## src/rtl/a51_key_loader_if.sv

```systemverilog
// Request channel into the A5/1 key loader: one session key plus frame number
// per valid/ready transfer.
interface a51_key_loader_if;
    logic        load_valid;
    logic        load_ready;
    logic [63:0] key;
    logic [21:0] frame;

    modport master (
        output load_valid,
        output key,
        output frame,
        input  load_ready
    );

    modport slave (
        input  load_valid,
        input  key,
        input  frame,
        output load_ready
    );
endinterface

```

## src/rtl/a51_key_loader.sv

```systemverilog
// Feeds an A5/1 keystream core: resets it, pulses startloading, shifts key then
// frame LSB first on keybit, and waits for doneloading or times out.
module a51_key_loader #(
    parameter int RST_CYCLES   = 2,
    parameter int DONE_TIMEOUT = 127
) (
    input  logic             clk,
    input  logic             rst,
    a51_key_loader_if.slave  ld,
    output logic             core_rst_n,
    output logic             startloading,
    output logic             keybit,
    input  logic             doneloading,
    output logic             key_loaded,
    output logic             load_err,
    output logic             busy
);
    localparam int WCNT_W = $clog2(DONE_TIMEOUT + 1);
    localparam logic [6:0]        RST_LAST   = 7'(RST_CYCLES - 1);
    localparam logic [6:0]        KEY_LAST   = 7'd63;
    localparam logic [6:0]        FRAME_LAST = 7'd21;
    localparam logic [WCNT_W-1:0] WCNT_MAX   = WCNT_W'(DONE_TIMEOUT);

    typedef enum logic [2:0] {
        ST_IDLE      = 3'd0,
        ST_CRST      = 3'd1,
        ST_START     = 3'd2,
        ST_KEY       = 3'd3,
        ST_FRAME     = 3'd4,
        ST_WAIT_DONE = 3'd5
    } state_t;

    state_t            state_q, state_d;
    logic [6:0]        cnt_q, cnt_d;
    logic [WCNT_W-1:0] wcnt_q, wcnt_d;
    logic [63:0]       key_q, key_d;
    logic [21:0]       frame_q, frame_d;
    logic              load_ready_q, load_ready_d;
    logic              core_rst_n_q, core_rst_n_d;
    logic              startloading_q, startloading_d;
    logic              keybit_q, keybit_d;
    logic              key_loaded_q, key_loaded_d;
    logic              load_err_q, load_err_d;
    logic              busy_q, busy_d;
    logic              xfer_s;

    // Next-state sequencing and the registered-output values that follow from it
    always_comb begin
        state_d      = state_q;
        cnt_d        = cnt_q;
        wcnt_d       = wcnt_q;
        key_d        = key_q;
        frame_d      = frame_q;
        key_loaded_d = 1'b0;
        load_err_d   = 1'b0;
        xfer_s       = ld.load_valid && load_ready_q;

        case (state_q)
            ST_IDLE: begin
                if (xfer_s) begin
                    state_d = ST_CRST;
                    key_d   = ld.key;
                    frame_d = ld.frame;
                    cnt_d   = 7'd0;
                end else begin
                    state_d = ST_IDLE;
                end
            end
            ST_CRST: begin
                if (cnt_q == RST_LAST) begin
                    state_d = ST_START;
                    cnt_d   = 7'd0;
                end else begin
                    cnt_d = cnt_q + 7'd1;
                end
            end
            ST_START: begin
                state_d = ST_KEY;
                cnt_d   = 7'd0;
            end
            ST_KEY: begin
                if (cnt_q == KEY_LAST) begin
                    state_d = ST_FRAME;
                    cnt_d   = 7'd0;
                end else begin
                    cnt_d = cnt_q + 7'd1;
                end
            end
            ST_FRAME: begin
                if (cnt_q == FRAME_LAST) begin
                    state_d = ST_WAIT_DONE;
                    cnt_d   = 7'd0;
                    wcnt_d  = '0;
                end else begin
                    cnt_d = cnt_q + 7'd1;
                end
            end
            ST_WAIT_DONE: begin
                // doneloading wins over a timeout that lands in the same cycle
                if (doneloading) begin
                    state_d      = ST_IDLE;
                    key_loaded_d = 1'b1;
                    wcnt_d       = '0;
                end else if (wcnt_q == WCNT_MAX) begin
                    state_d    = ST_IDLE;
                    load_err_d = 1'b1;
                    wcnt_d     = '0;
                end else begin
                    wcnt_d = wcnt_q + WCNT_W'(1);
                end
            end
            default: begin
                state_d = ST_IDLE;
                cnt_d   = 7'd0;
                wcnt_d  = '0;
            end
        endcase

        // Ready stays low for the pulse cycle so a held request lands one cycle later
        load_ready_d   = (state_q == ST_IDLE) && (state_d == ST_IDLE);
        busy_d         = ~load_ready_d;
        core_rst_n_d   = (state_d != ST_CRST);
        startloading_d = (state_d == ST_START);

        case (state_d)
            ST_KEY:   keybit_d = key_q[cnt_d[5:0]];
            ST_FRAME: keybit_d = frame_q[cnt_d[4:0]];
            default:  keybit_d = 1'b0;
        endcase
    end

    // State, counters, captured request and all outputs
    always_ff @(posedge clk or negedge rst) begin
        if (!rst) begin
            state_q        <= ST_IDLE;
            cnt_q          <= 7'd0;
            wcnt_q         <= '0;
            key_q          <= 64'd0;
            frame_q        <= 22'd0;
            load_ready_q   <= 1'b0;
            core_rst_n_q   <= 1'b0;
            startloading_q <= 1'b0;
            keybit_q       <= 1'b0;
            key_loaded_q   <= 1'b0;
            load_err_q     <= 1'b0;
            busy_q         <= 1'b1;
        end else begin
            state_q        <= state_d;
            cnt_q          <= cnt_d;
            wcnt_q         <= wcnt_d;
            key_q          <= key_d;
            frame_q        <= frame_d;
            load_ready_q   <= load_ready_d;
            core_rst_n_q   <= core_rst_n_d;
            startloading_q <= startloading_d;
            keybit_q       <= keybit_d;
            key_loaded_q   <= key_loaded_d;
            load_err_q     <= load_err_d;
            busy_q         <= busy_d;
        end
    end

    assign ld.load_ready  = load_ready_q;
    assign core_rst_n     = core_rst_n_q;
    assign startloading   = startloading_q;
    assign keybit         = keybit_q;
    assign key_loaded     = key_loaded_q;
    assign load_err       = load_err_q;
    assign busy           = busy_q;
endmodule

```

## src/flat_wrapper.sv

```systemverilog
// flat-port wrapper written by rule: the top's interface ports become plain ports
module a51_key_loader_flat 
#(
    parameter int RST_CYCLES   = 2,
    parameter int DONE_TIMEOUT = 127
)
  (clk, rst, core_rst_n, startloading, keybit, doneloading, key_loaded, load_err, busy, ld_load_valid, ld_key, ld_frame, ld_load_ready);
  a51_key_loader_if ld_i ();
  input  logic clk;
  input  logic rst;
  output logic core_rst_n;
  output logic startloading;
  output logic keybit;
  input  logic doneloading;
  output logic key_loaded;
  output logic load_err;
  output logic busy;
  input wire logic [$bits(ld_i.load_valid)-1:0] ld_load_valid;
  input wire logic [$bits(ld_i.key)-1:0] ld_key;
  input wire logic [$bits(ld_i.frame)-1:0] ld_frame;
  output wire logic [$bits(ld_i.load_ready)-1:0] ld_load_ready;
  assign ld_i.load_valid = ld_load_valid;
  assign ld_i.key = ld_key;
  assign ld_i.frame = ld_frame;
  assign ld_load_ready = ld_i.load_ready;
  a51_key_loader #(.RST_CYCLES(RST_CYCLES), .DONE_TIMEOUT(DONE_TIMEOUT)) u_core (.clk(clk), .rst(rst), .ld(ld_i), .core_rst_n(core_rst_n), .startloading(startloading), .keybit(keybit), .doneloading(doneloading), .key_loaded(key_loaded), .load_err(load_err), .busy(busy));
endmodule
```

## config.mk

```make
export PLATFORM = sky130hd
export DESIGN_NAME = a51_key_loader_flat
export DESIGN_NICKNAME = d
export VERILOG_FILES = /design/src/rtl/a51_key_loader_if.sv /design/src/rtl/a51_key_loader.sv /design/src/flat_wrapper.sv
export SDC_FILE = /design/constraint.sdc
export NUM_CORES = 1
export LEC_CHECK = 0
export ABC_AREA = 1
export CAP_MARGIN = 30
export CORE_UTILIZATION = 55
export CTS_BUF_LIST = sky130_fd_sc_hd__clkbuf_4
export CTS_CLUSTER_DIAMETER = 150
export DETAILED_ROUTE_END_ITERATION = 16
export PLACE_DENSITY_LB_ADDON = 0.08
export SYNTH_ARGS = -nofsm -noshare
export SYNTH_HDL_FRONTEND = slang
export SYNTH_SLANG_ARGS = --single-unit
```

## constraint.sdc

```tcl
create_clock -name clk -period 2.3 [get_ports clk]
set_input_delay 0.23 -clock clk [delete_from_list [all_inputs] [get_ports clk]]
set_output_delay 0.23 -clock clk [all_outputs]
set_load 0.02 [all_outputs]
```

==> results of run 1 <==
## layer usage
metal	part of all wire [%]	GRT usage, %	vias up
met1	43	35.1	2388
met5	0	0	-
met2	49	47.1	204
met4	2.3	8.47	0
li1	-	-	2458
met3	5.6	4.14	42
## sequential cells by signal, indices dropped and copies added, names as in the netlist
register	cells
u_core.state_q	3
u_core.key_q	64
u_core.core_rst_n	1
u_core.busy	1
u_core.keybit	1
u_core.wcnt_q	7
u_core.cnt_q	7
u_core.key_loaded	1
u_core.load_err	1
u_core.startloading	1
u_core.frame_q	22
u_core.ld.load_ready	1
## area by class of cell
type / count / area (µm²) / share of cell area, %
timing repair buffer: 138 / 1470 / 20.4
clock buffer: 12 / 90.1 / 1.25
inverter: 100 / 378 / 5.24
multi-input combinational: 460 / 2270 / 31.5
sequential: 110 / 2760 / 38.3
tap: 129 / 161 / 2.24
clock inverter: 4 / 75.1 / 1.04
## final timing paths
kind	cells past startpoint	slack, ns	endpoint	start
max in group asynchronous	3	1.30	u_core.frame_q[10]	rst
min reg2reg	2	0.49	u_core.frame_q[7]	u_core.frame_q[7]
min	3	0.30	u_core.frame_q[14]	ld_frame[14]
max	19	-0.12	u_core.keybit	u_core.cnt_q[1]
min in group asynchronous	2	0.31	u_core.key_q[32]	rst
max reg2reg	19	-0.12	u_core.keybit	u_core.cnt_q[1]
## repair_timing
item                                   4_1_cts  5_1_grt
pin swaps                                    5       16
hold buffers                                 1        0
setup buffers                                3        7
endpoints found under the hold margin       45        0
gates cloned                                 2        4
resized for setup                           14       24
setup endpoints to repair                    1        1
## stage by stage
step,hold WS [ns],worst slack [ns]
2_1_floorplan,-0.0656,0.216
3_3_place_gp,0.287,0.000367
3_5_place_dp,0.296,-0.0622
4_1_cts,0.286,-0.0312
5_1_grt,0.295,-0.285
6_report,0.298,-0.117
## critical path: stages (launching register included)
cell       delay [ns]
dfrtp_1          0.41
buf_6            0.12
ha_4             0.12
nand2_2          0.06
nor2_4           0.15
nand2_4          0.08
nand2_4          0.08
nand4_1          0.17
nand2_4          0.17
buf_12           0.12
clkbuf_16        0.14
nand2_1          0.09
nand3_1          0.11
nand3_1          0.08
nand3_1          0.07
nand3_1          0.09
nand3_1          0.08
nand2_1          0.06
nand2_1          0.05
nand2_1          0.06
## placed cells by master (no fill, tap or decap), types with 4 or more instances in the layout
cell type / n
nand2_1: 215
clkbuf_4: 12
clkdlybuf4s50_1: 95
o211ai_1: 8
nand3_2: 6
nand3_1: 77
o21ai_0: 67
a21oi_1: 6
nor2_4: 4
nand4_1: 4
nor2_1: 17
inv_1: 92
nand3b_1: 4
inv_2: 7
nand2_2: 8
buf_4: 26
nor3_1: 6
nor2_2: 4
o21ai_1: 7
dfrtp_1: 106
buf_12: 9
## logic make-up (layout without fill, tap and decap cells)
| group | count (synthesis) | count (layout) | share of synthesized area [%] |
|---|---|---|---|
| buffers and inverters | 133 | 254 | 9.86 |
| DFF | 110 | 110 | 50.7 |
| and+or+nand+nor | 353 | 353 | 27.8 |
| adders and majority gates | 3 | 3 | 0.691 |
| AOI/OAI and AO/OA | 100 | 100 | 10.3 |
| xor gates and xnor gates | 4 | 4 | 0.645 |
## power groups by stage
stage          combinational [mW]  clock [mW]  sequential (mW)
6_report                     5.49        1.10             3.17
2_1_floorplan                3.05           0             3.12
5_1_grt                      6.03        1.17             3.23
4_1_cts                      4.93        1.11             3.13
3_3_place_gp                 4.33           0             3.14
3_5_place_dp                 4.47           0             3.18
==> metrics, run 1 <==
status complete, but fails checks; failing checks setup timing; Clock Tree Buf Depth 2; clock share of power 11.2%; area delta synth->final 32.6%; number of synthesized register bits 110; Die Ht 101 µm; syn_nets 796; Final Hold Vio Count 0; Tot Pwr 9.76 mW; ys flop type dfrtp_1; startpoint types flip-flop; std cell rows 35; skew final 0.0206 ns; most instantiated cells after synthesis nand2_1, dfrtp_1, inv_1; core area 9420 µm²; Fillers 721; post-route cell area 7200 µm²; Flop pwr share 32.5%; initial core utilization 57.7%; proportion of layout cells with a drive suffix above 1 12.5%; Die Area 10,300 µm²; drt initial violations 368; Avg Cell Area, Syn 7.73 µm²; maxcap violations 0; H-tree depth 3; cts bufs inserted 9; DR vias/cell 5.34; switching share of power 41.8%; Nets 912; Fin Setup TNS -0.117 ns; cell count after synthesis 703; internal power 5.68 mW; Pwr Density 1350 nW/µm²; WL per Instance 14.7 µm; Post-Synthesis Cell Area 5430 µm²; RSZ-0062 raised after global routing true; die width 101 µm; switching power 4.08 mW; ys async rst share 100%; post-synth top area share 50.2%; Final GP Congestion 0.909; top-count cell post-synth nand2_1; ranking of synthesized cells by area dfrtp_1, nand2_1, nand3_1; PnR worst setup slack -0.117 ns; leakage power 3.41 nW; Worst-Skew Late Latency 0.45 ns; HPWL after DPL 9410 µm; total number of vias 5,092; Final setup viols 1; IO Count 97; initial antenna violation count 0; Max VDD drop 585 µV; max frequency 414 MHz; post-synth top area cell dfrtp_1; post-layout min period 2.42 ns; required time of the worst setup path 2.64 ns; WL final 14,000 µm; Hold Crit Class input pin to flip-flop; Root Driver clkbuf_4; first-pass GRT wire length 21,600 µm; Post-synth EDFFs 0; Antenna Violating Nets Remaining 0; CTS tree done; Max-Slew Margin vs Limit 56.5%; Clock Sinks 110; clk slew on worst S/H paths 0.16 ns; First-pass DRT Iterations 5; Critical Path AT 2.76 ns; Tightest Pin Transition 0.653 ns; grt ovf 0; total track usage 27.1%; Layout Utilization 76.5%; Setup crit end kind flip-flop; CP Max Fanout 6; synth warn 0; drt drc 0; vias in the first global route 4,814; sequential share of the synthesized area 50.7%; pin count of the biggest net entering global routing 94; antenna cells 0; combinational power share 56.3%; Area after DPL 6690 µm²; Placed Cells 922; worst setup path class flip-flop to flip-flop; Finished Layout Cells 953; Pins Over Slew Limit 0; post-synth cell types 35; post-route clock period utilization 105%; Port-buffer cells 96
Power figures use the tool's default switching activity.
==> run 2: changes to the inputs <==
clock period = 2.8 ns   (was 2.3 ns; I/O delays follow)
==> run 2 against run 1 <==
The flow now finishes without violations. Hold slack better by 0.044 ns. Flip-flop and latch count stayed put. Via count is 4.5% lower. Global-route usage is 0.090 points lower. Sequential share of layout area rose by 3.1 points. Core utilization is 5.7 points lower. Worst setup slack better by 0.42 ns. Sequential power fell by 18%. Critical path depth shrank 2.
==> metrics, run 2 (synthesis results as in run 1) <==
commonest non-fill, non-tap cell in the layout nand2_1 (unchanged); Max VDD drop 543 µV (was 585 µV); initial antenna violation count 0 (unchanged); Nets 885 (was 912); max frequency 400 MHz (was 414 MHz); worst setup path class flip-flop to flip-flop (unchanged); first-pass GRT wire length 21,600 µm (about the same); Final GP Congestion 0.863 (was 0.909); pin count of the biggest net entering global routing 103 (was 94); Most flops, register u_core.key_q (unchanged); WL final 12,900 µm (was 14,000 µm); Finished Layout Cells 926 (was 953); Layout Utilization 70.8% (was 76.5%); HPWL after DPL 9450 µm (was 9410 µm); initial core utilization 57.7% (unchanged); H-tree depth 3 (unchanged); Port-buffer cells 96 (unchanged); Reg-to-Reg Start u_core.cnt_q[1] (unchanged); Placed Cells 909 (was 922); Post-CTS Setup Inserts 0 (was 3); antenna cells 0 (unchanged); First-pass DRT Iterations 5 (unchanged); grt ovf 0 (unchanged); status finished, final reports clean (was complete, but fails checks); Setup crit end kind flip-flop (unchanged); Clock Sinks 110 (unchanged); drt drc 0 (unchanged); Antenna Violating Nets Remaining 0 (unchanged); die width 101 µm (unchanged); Critical Path Sink u_core.keybit (unchanged); Critical Path AT 2.85 ns (was 2.76 ns); drt initial violations 286 (was 368); Die Ht 101 µm (unchanged); required time of the worst setup path 3.15 ns (was 2.64 ns); WL per Instance 13.9 µm (was 14.7 µm); skew final 0.0196 ns (was 0.0206 ns); leakage power 3.17 nW (was 3.41 nW); Worst Setup SP u_core.cnt_q[1] (unchanged); post-route clock period utilization 89.2% (was 105%); DR vias/cell 5.25 (was 5.34); total number of vias 4,863 (was 5,092); Pins Over Slew Limit 0 (unchanged); startpoint types flip-flop (unchanged); CP Max Fanout 11 (was 6); Max-Slew Margin vs Limit 60.6% (was 56.5%); most frequent cells in the layout nand2_1, dfrtp_1, clkdlybuf4s50_1 (unchanged); Final setup viols 0 (was 1); reg2reg setup slack 0.30 ns (was -0.12 ns); Clock Tree Buf Depth 2 (unchanged); biggest regs u_core.key_q x64, u_core.frame_q x22 (unchanged); total track usage 27.0% (was 27.1%); cts bufs inserted 9 (unchanged); core area 9420 µm² (unchanged); RSZ-0062 raised after global routing false (was true); post-layout min period 2.50 ns (was 2.42 ns); maxcap violations 0 (unchanged); Pwr Density 1010 nW/µm² (was 1350 nW/µm²); Worst-Skew Late Latency 0.44 ns (was 0.45 ns); proportion of layout cells with a drive suffix above 1 6.78% (was 12.5%); vias in the first global route 4,668 (was 4,814); worst reg2reg endpoint u_core.keybit (unchanged); Fin Setup TNS 0 ns (was -0.117 ns); area delta synth->final 22.7% (was 32.6%); std cell rows 35 (unchanged); max reg flops 64 (unchanged); Hold Crit Class input pin to asynchronous set/reset pin (was input pin to flip-flop); Root Driver clkbuf_4 (unchanged); r2r worst-path depth 17 (was 19); CTS tree done (unchanged); clk slew on worst S/H paths 0.16 ns (about the same); Die Area 10,300 µm² (unchanged); Final Hold Vio Count 0 (unchanged); IO Count 97 (unchanged); Tightest Pin Transition 0.592 ns (was 0.653 ns); Tot Pwr 6.76 mW (was 9.76 mW)
## run 2: changes by cell type in the layout (fill, tap and decap cells not counted), sizes merged
cell / change
clkinv: +5
inv: +2
buf: -24
clkinvlp: -2
bufinv: -2
clkbuf: -6
## run 2: timing repair
action                                  4_1_cts  5_1_grt
gates resized for setup                       0        4
endpoints found under the setup margin        0        1
hold buffers                                  1        0
endpoints found under the hold margin        39        0
## run 2: cell type report
type	instances	area, µm²
clock buffer	9	67.6
sequential	110	2760
multi-input combinational	460	2160
fill	778	2750
timing repair buffer	111	1100
clock inverter	7	47.5
inverter	100	378
tap	129	161
## run 2: critical path, stage by stage, from the launching register on
cell     delay, ns
dfrtp_1       0.44
inv_1         0.09
ha_1          0.15
inv_1         0.04
nor2_1        0.12
nand3_1       0.18
nand2_2       0.16
nand2_1       0.08
nor2_1        0.22
o22ai_2       0.20
inv_4         0.19
nand3_1       0.10
nand3_1       0.10
nand3_1       0.08
nand3_1       0.10
nand2_1       0.06
nand2_1       0.06
nand2_1       0.05
## run 2: per-stage QoR
stage / worst slack, ns / hold WS, ns / instance area [µm²]
floorplan: 0.716 / -0.0156 / 5430
global route: 0.00186 / 0.339 / 6670
finish: 0.302 / 0.341 / 6670
CTS: 0.154 / 0.324 / 6650
detailed placement: 0.172 / 0.305 / 6530
global placement: 0.255 / 0.292 / 6530
## run 2: report_power, final
| part | internal (mW) | leakage [nW] | switching, mW |
|---|---|---|---|
| Sequential | 2.28 | 1.35 | 0.301 |
| Combinational | 1.30 | 1.75 | 2.16 |
| Clock | 0.186 | 0.0658 | 0.521 |
## run 2: per-layer routing
layer	track usage [%]	vias up	part of all wire, %
li1	-	2406	-
met1	36.5	2264	46
met2	45.5	174	47
met3	3.38	19	5.2
met4	8.92	0	1.7
met5	0	-	0
## run 2: worst min-delay path by stage
stage	depth (start not counted)	endpoint	from
2_1_floorplan	0	u_core.cnt_q[0]	rst
3_3_place_gp	1	u_core.key_q[43]	rst
3_5_place_dp	1	u_core.key_q[42]	rst
4_1_cts	3	u_core.frame_q[20]	ld_frame[20]
5_1_grt	3	u_core.frame_q[20]	ld_frame[20]
6_report	2	u_core.key_q[43]	rst
==> run 3: changes to the inputs <==
CAP_MARGIN = 20   (was 30)
CORE_UTILIZATION = 49   (was 55)
clock period = 2 ns   (was 2.8 ns; I/O delays follow)
==> run 3 against run 2 <==
The flow now finishes with violations (setup timing). Die area increased by 12%. Non-clock buffer count up 67. Critical path depth increased by 2. Hold slack got worse by 0.16 ns. Via count up 6.2%. Cell area up 15%. Power rose by 74%. Count of clock-buffer cells in the layout up 3. Largest power group unchanged.
==> metrics, run 3 (synthesis results as in run 1) <==
status complete, but fails checks (was finished, final reports clean); failing checks setup timing; antenna cells 0 (unchanged); pin count of the biggest net entering global routing 101 (was 103); post-layout min period 2.32 ns (was 2.50 ns); Worst Setup SP u_core.cnt_q[0] (was u_core.cnt_q[1]); area delta synth->final 41.1% (was 22.7%); drt drc 0 (unchanged); DR vias/cell 5.14 (was 5.25); Port-buffer cells 96 (unchanged); r2r worst-path depth 19 (was 17); Clock Tree Buf Depth 2 (unchanged); Area after DPL 7000 µm² (was 6530 µm²); Critical Path Sink u_core.keybit (unchanged); required time of the worst setup path 2.37 ns (was 3.15 ns); vias in the first global route 5,114 (was 4,668); grt ovf 0 (unchanged); RSZ-0062 raised after global routing true (was false); First-pass DRT Iterations 5 (unchanged); Clock Sinks 110 (unchanged); met2 WL 7150 µm (was 6100 µm); H-tree depth 3 (unchanged); Hold Crit Class input pin to asynchronous set/reset pin (unchanged); Die Ht 107 µm (was 101 µm); std cell rows 38 (was 35); Top Layer Used met4 (unchanged); Most flops, register u_core.key_q (unchanged); Placement Setup Slack -0.343 ns (was 0.172 ns); Antenna Violating Nets Remaining 0 (unchanged); CP Max Fanout 17 (was 11); WL per Instance 14.7 µm (was 13.9 µm); Max-Slew Margin vs Limit 72.9% (was 60.6%); total number of vias 5,164 (was 4,863); Die Area 11,500 µm² (was 10,300 µm²); CTS tree done (unchanged); worst path cell trace buf_6 > buf_4 > buf_4 > inv_1 > buf_4 > nand3_1 > nand2_1 > nor2_2 > nand2_2 > buf_12 > nand2_2 > nand3_1 > nand3_1 > nand3_1 > nand3_1 > nand3_1 > nand2_1 > nand2_1 > nand2_1 (was inv_1 > ha_1 > inv_1 > nor2_1 > nand3_1 > nand2_2 > nand2_1 > nor2_1 > o22ai_2 > inv_4 > nand3_1 > nand3_1 > nand3_1 > nand3_1 > nand2_1 > nand2_1 > nand2_1); Final setup viols 1 (was 0); first-pass GRT wire length 23,800 µm (was 21,600 µm); cts bufs inserted 9 (unchanged); Crit path top cell by count nand3_1 (unchanged); post-route clock period utilization 116% (was 89.2%); worst reg2reg endpoint u_core.keybit (unchanged); startpoint types flip-flop (unchanged); Setup crit end kind flip-flop (unchanged); PnR worst setup slack -0.322 ns (was 0.302 ns); drt initial violations 331 (was 286); most frequent cells in the layout nand2_1, dfrtp_1, clkdlybuf4s50_1 (unchanged); Layout Utilization 70.7% (was 70.8%); initial core utilization 50.1% (was 57.7%); Pins Over Slew Limit 0 (unchanged); total track usage 26.6% (was 27.0%); initial antenna violation count 0 (unchanged); Critical Path AT 2.69 ns (was 2.85 ns); Final GP Congestion 0.901 (was 0.863); Tightest Pin Transition 0.407 ns (was 0.592 ns); commonest non-fill, non-tap cell in the layout nand2_1 (unchanged); WL final 14,800 µm (was 12,900 µm); core area 10,800 µm² (was 9420 µm²); Reg-to-Reg Start u_core.cnt_q[0] (was u_core.cnt_q[1]); post-route cell area 7660 µm² (was 6670 µm²); maxcap violations 0 (unchanged); Pwr Density 1540 nW/µm² (was 1010 nW/µm²); skew final 0.0117 ns (was 0.0196 ns); Nets 953 (was 885); worst setup path class flip-flop to flip-flop (unchanged); die width 107 µm (was 101 µm); max frequency 431 MHz (was 400 MHz); met3 WL 746 µm (was 667 µm); Fin Setup TNS -0.322 ns (was 0 ns); clk slew on worst S/H paths 0.16 ns (about the same); Bufs and invs on worst path 6 (was 3); Tot Pwr 11.8 mW (was 6.76 mW); Final Hold Vio Count 0 (unchanged); Crit-path slowest cell dfrtp_2 (was dfrtp_1); critical path depth 19 (was 17); reg2reg setup slack -0.32 ns (was 0.30 ns); Worst-Skew Late Latency 0.46 ns (was 0.44 ns); HPWL after DPL 10,200 µm (was 9450 µm); leakage power 3.68 nW (was 3.17 nW); proportion of layout cells with a drive suffix above 1 18.4% (was 6.78%); Max VDD drop 748 µV (was 543 µV); max reg flops 64 (unchanged); IO Count 97 (unchanged); M1 wire length 6750 µm (was 5880 µm); Root Driver clkbuf_4 (unchanged); biggest regs u_core.key_q x64, u_core.frame_q x22 (unchanged); crit-path leading delay family simple AND/OR/NAND/NOR gates (unchanged); Worst path max stage delay 0.44 ns (about the same)
[run 3: worst min path at each step]
| stage | endpoint | slack [ns] | cells after the start |
|---|---|---|---|
| 4_1_cts | u_core.key_q[33] | 0.18 | 2 |
| 3_5_place_dp | u_core.key_q[33] | 0.16 | 1 |
| 6_report | u_core.key_q[33] | 0.18 | 2 |
| 3_3_place_gp | u_core.key_q[35] | 0.15 | 1 |
| 5_1_grt | u_core.key_q[33] | 0.18 | 2 |
| 2_1_floorplan | u_core.cnt_q[0] | -0.1 | 0 |
[run 3: timing repair]
action,in CTS,in global routing
endpoints found under the hold margin,45,0
endpoints found under the setup margin,1,9
gates cloned,4,3
setup buffers,8,2
gates resized for setup,28,42
hold buffers,1,0
pin swaps,7,18
[run 3: stage by stage]
stage | hold WS [ns] | cells
6_report | 0.184 | 1005
5_1_grt | 0.184 | 1005
4_1_cts | 0.176 | 1000
3_5_place_dp | 0.157 | 971
3_3_place_gp | 0.151 | 971
2_1_floorplan | -0.0956 | 703
[run 3: area by class of cell]
cell class	count	area, µm²
repair buffers	178	1790
inverters	100	380
well taps	140	175
multi-input cells	460	2360
clock buffers	12	90.1
flip-flops and latches	110	2760
fillers	873	3180
repair inverters	1	7.51
clock inverters	4	95.1
[run 3: where the power goes]
part           internal (mW)  leakage [nW]  switching [mW]  total (mW)
Combinational           3.08          2.22            3.71        6.78
Clock                  0.675         0.102           0.701        1.38
Sequential              3.20          1.35           0.421        3.62
[run 3: routing by layer]
layer / up-vias / track usage [%]
met5: - / 0
met4: 0 / 6.56
met3: 14 / 4.30
met2: 154 / 44.5
met1: 2455 / 36.1
li1: 2541 / -
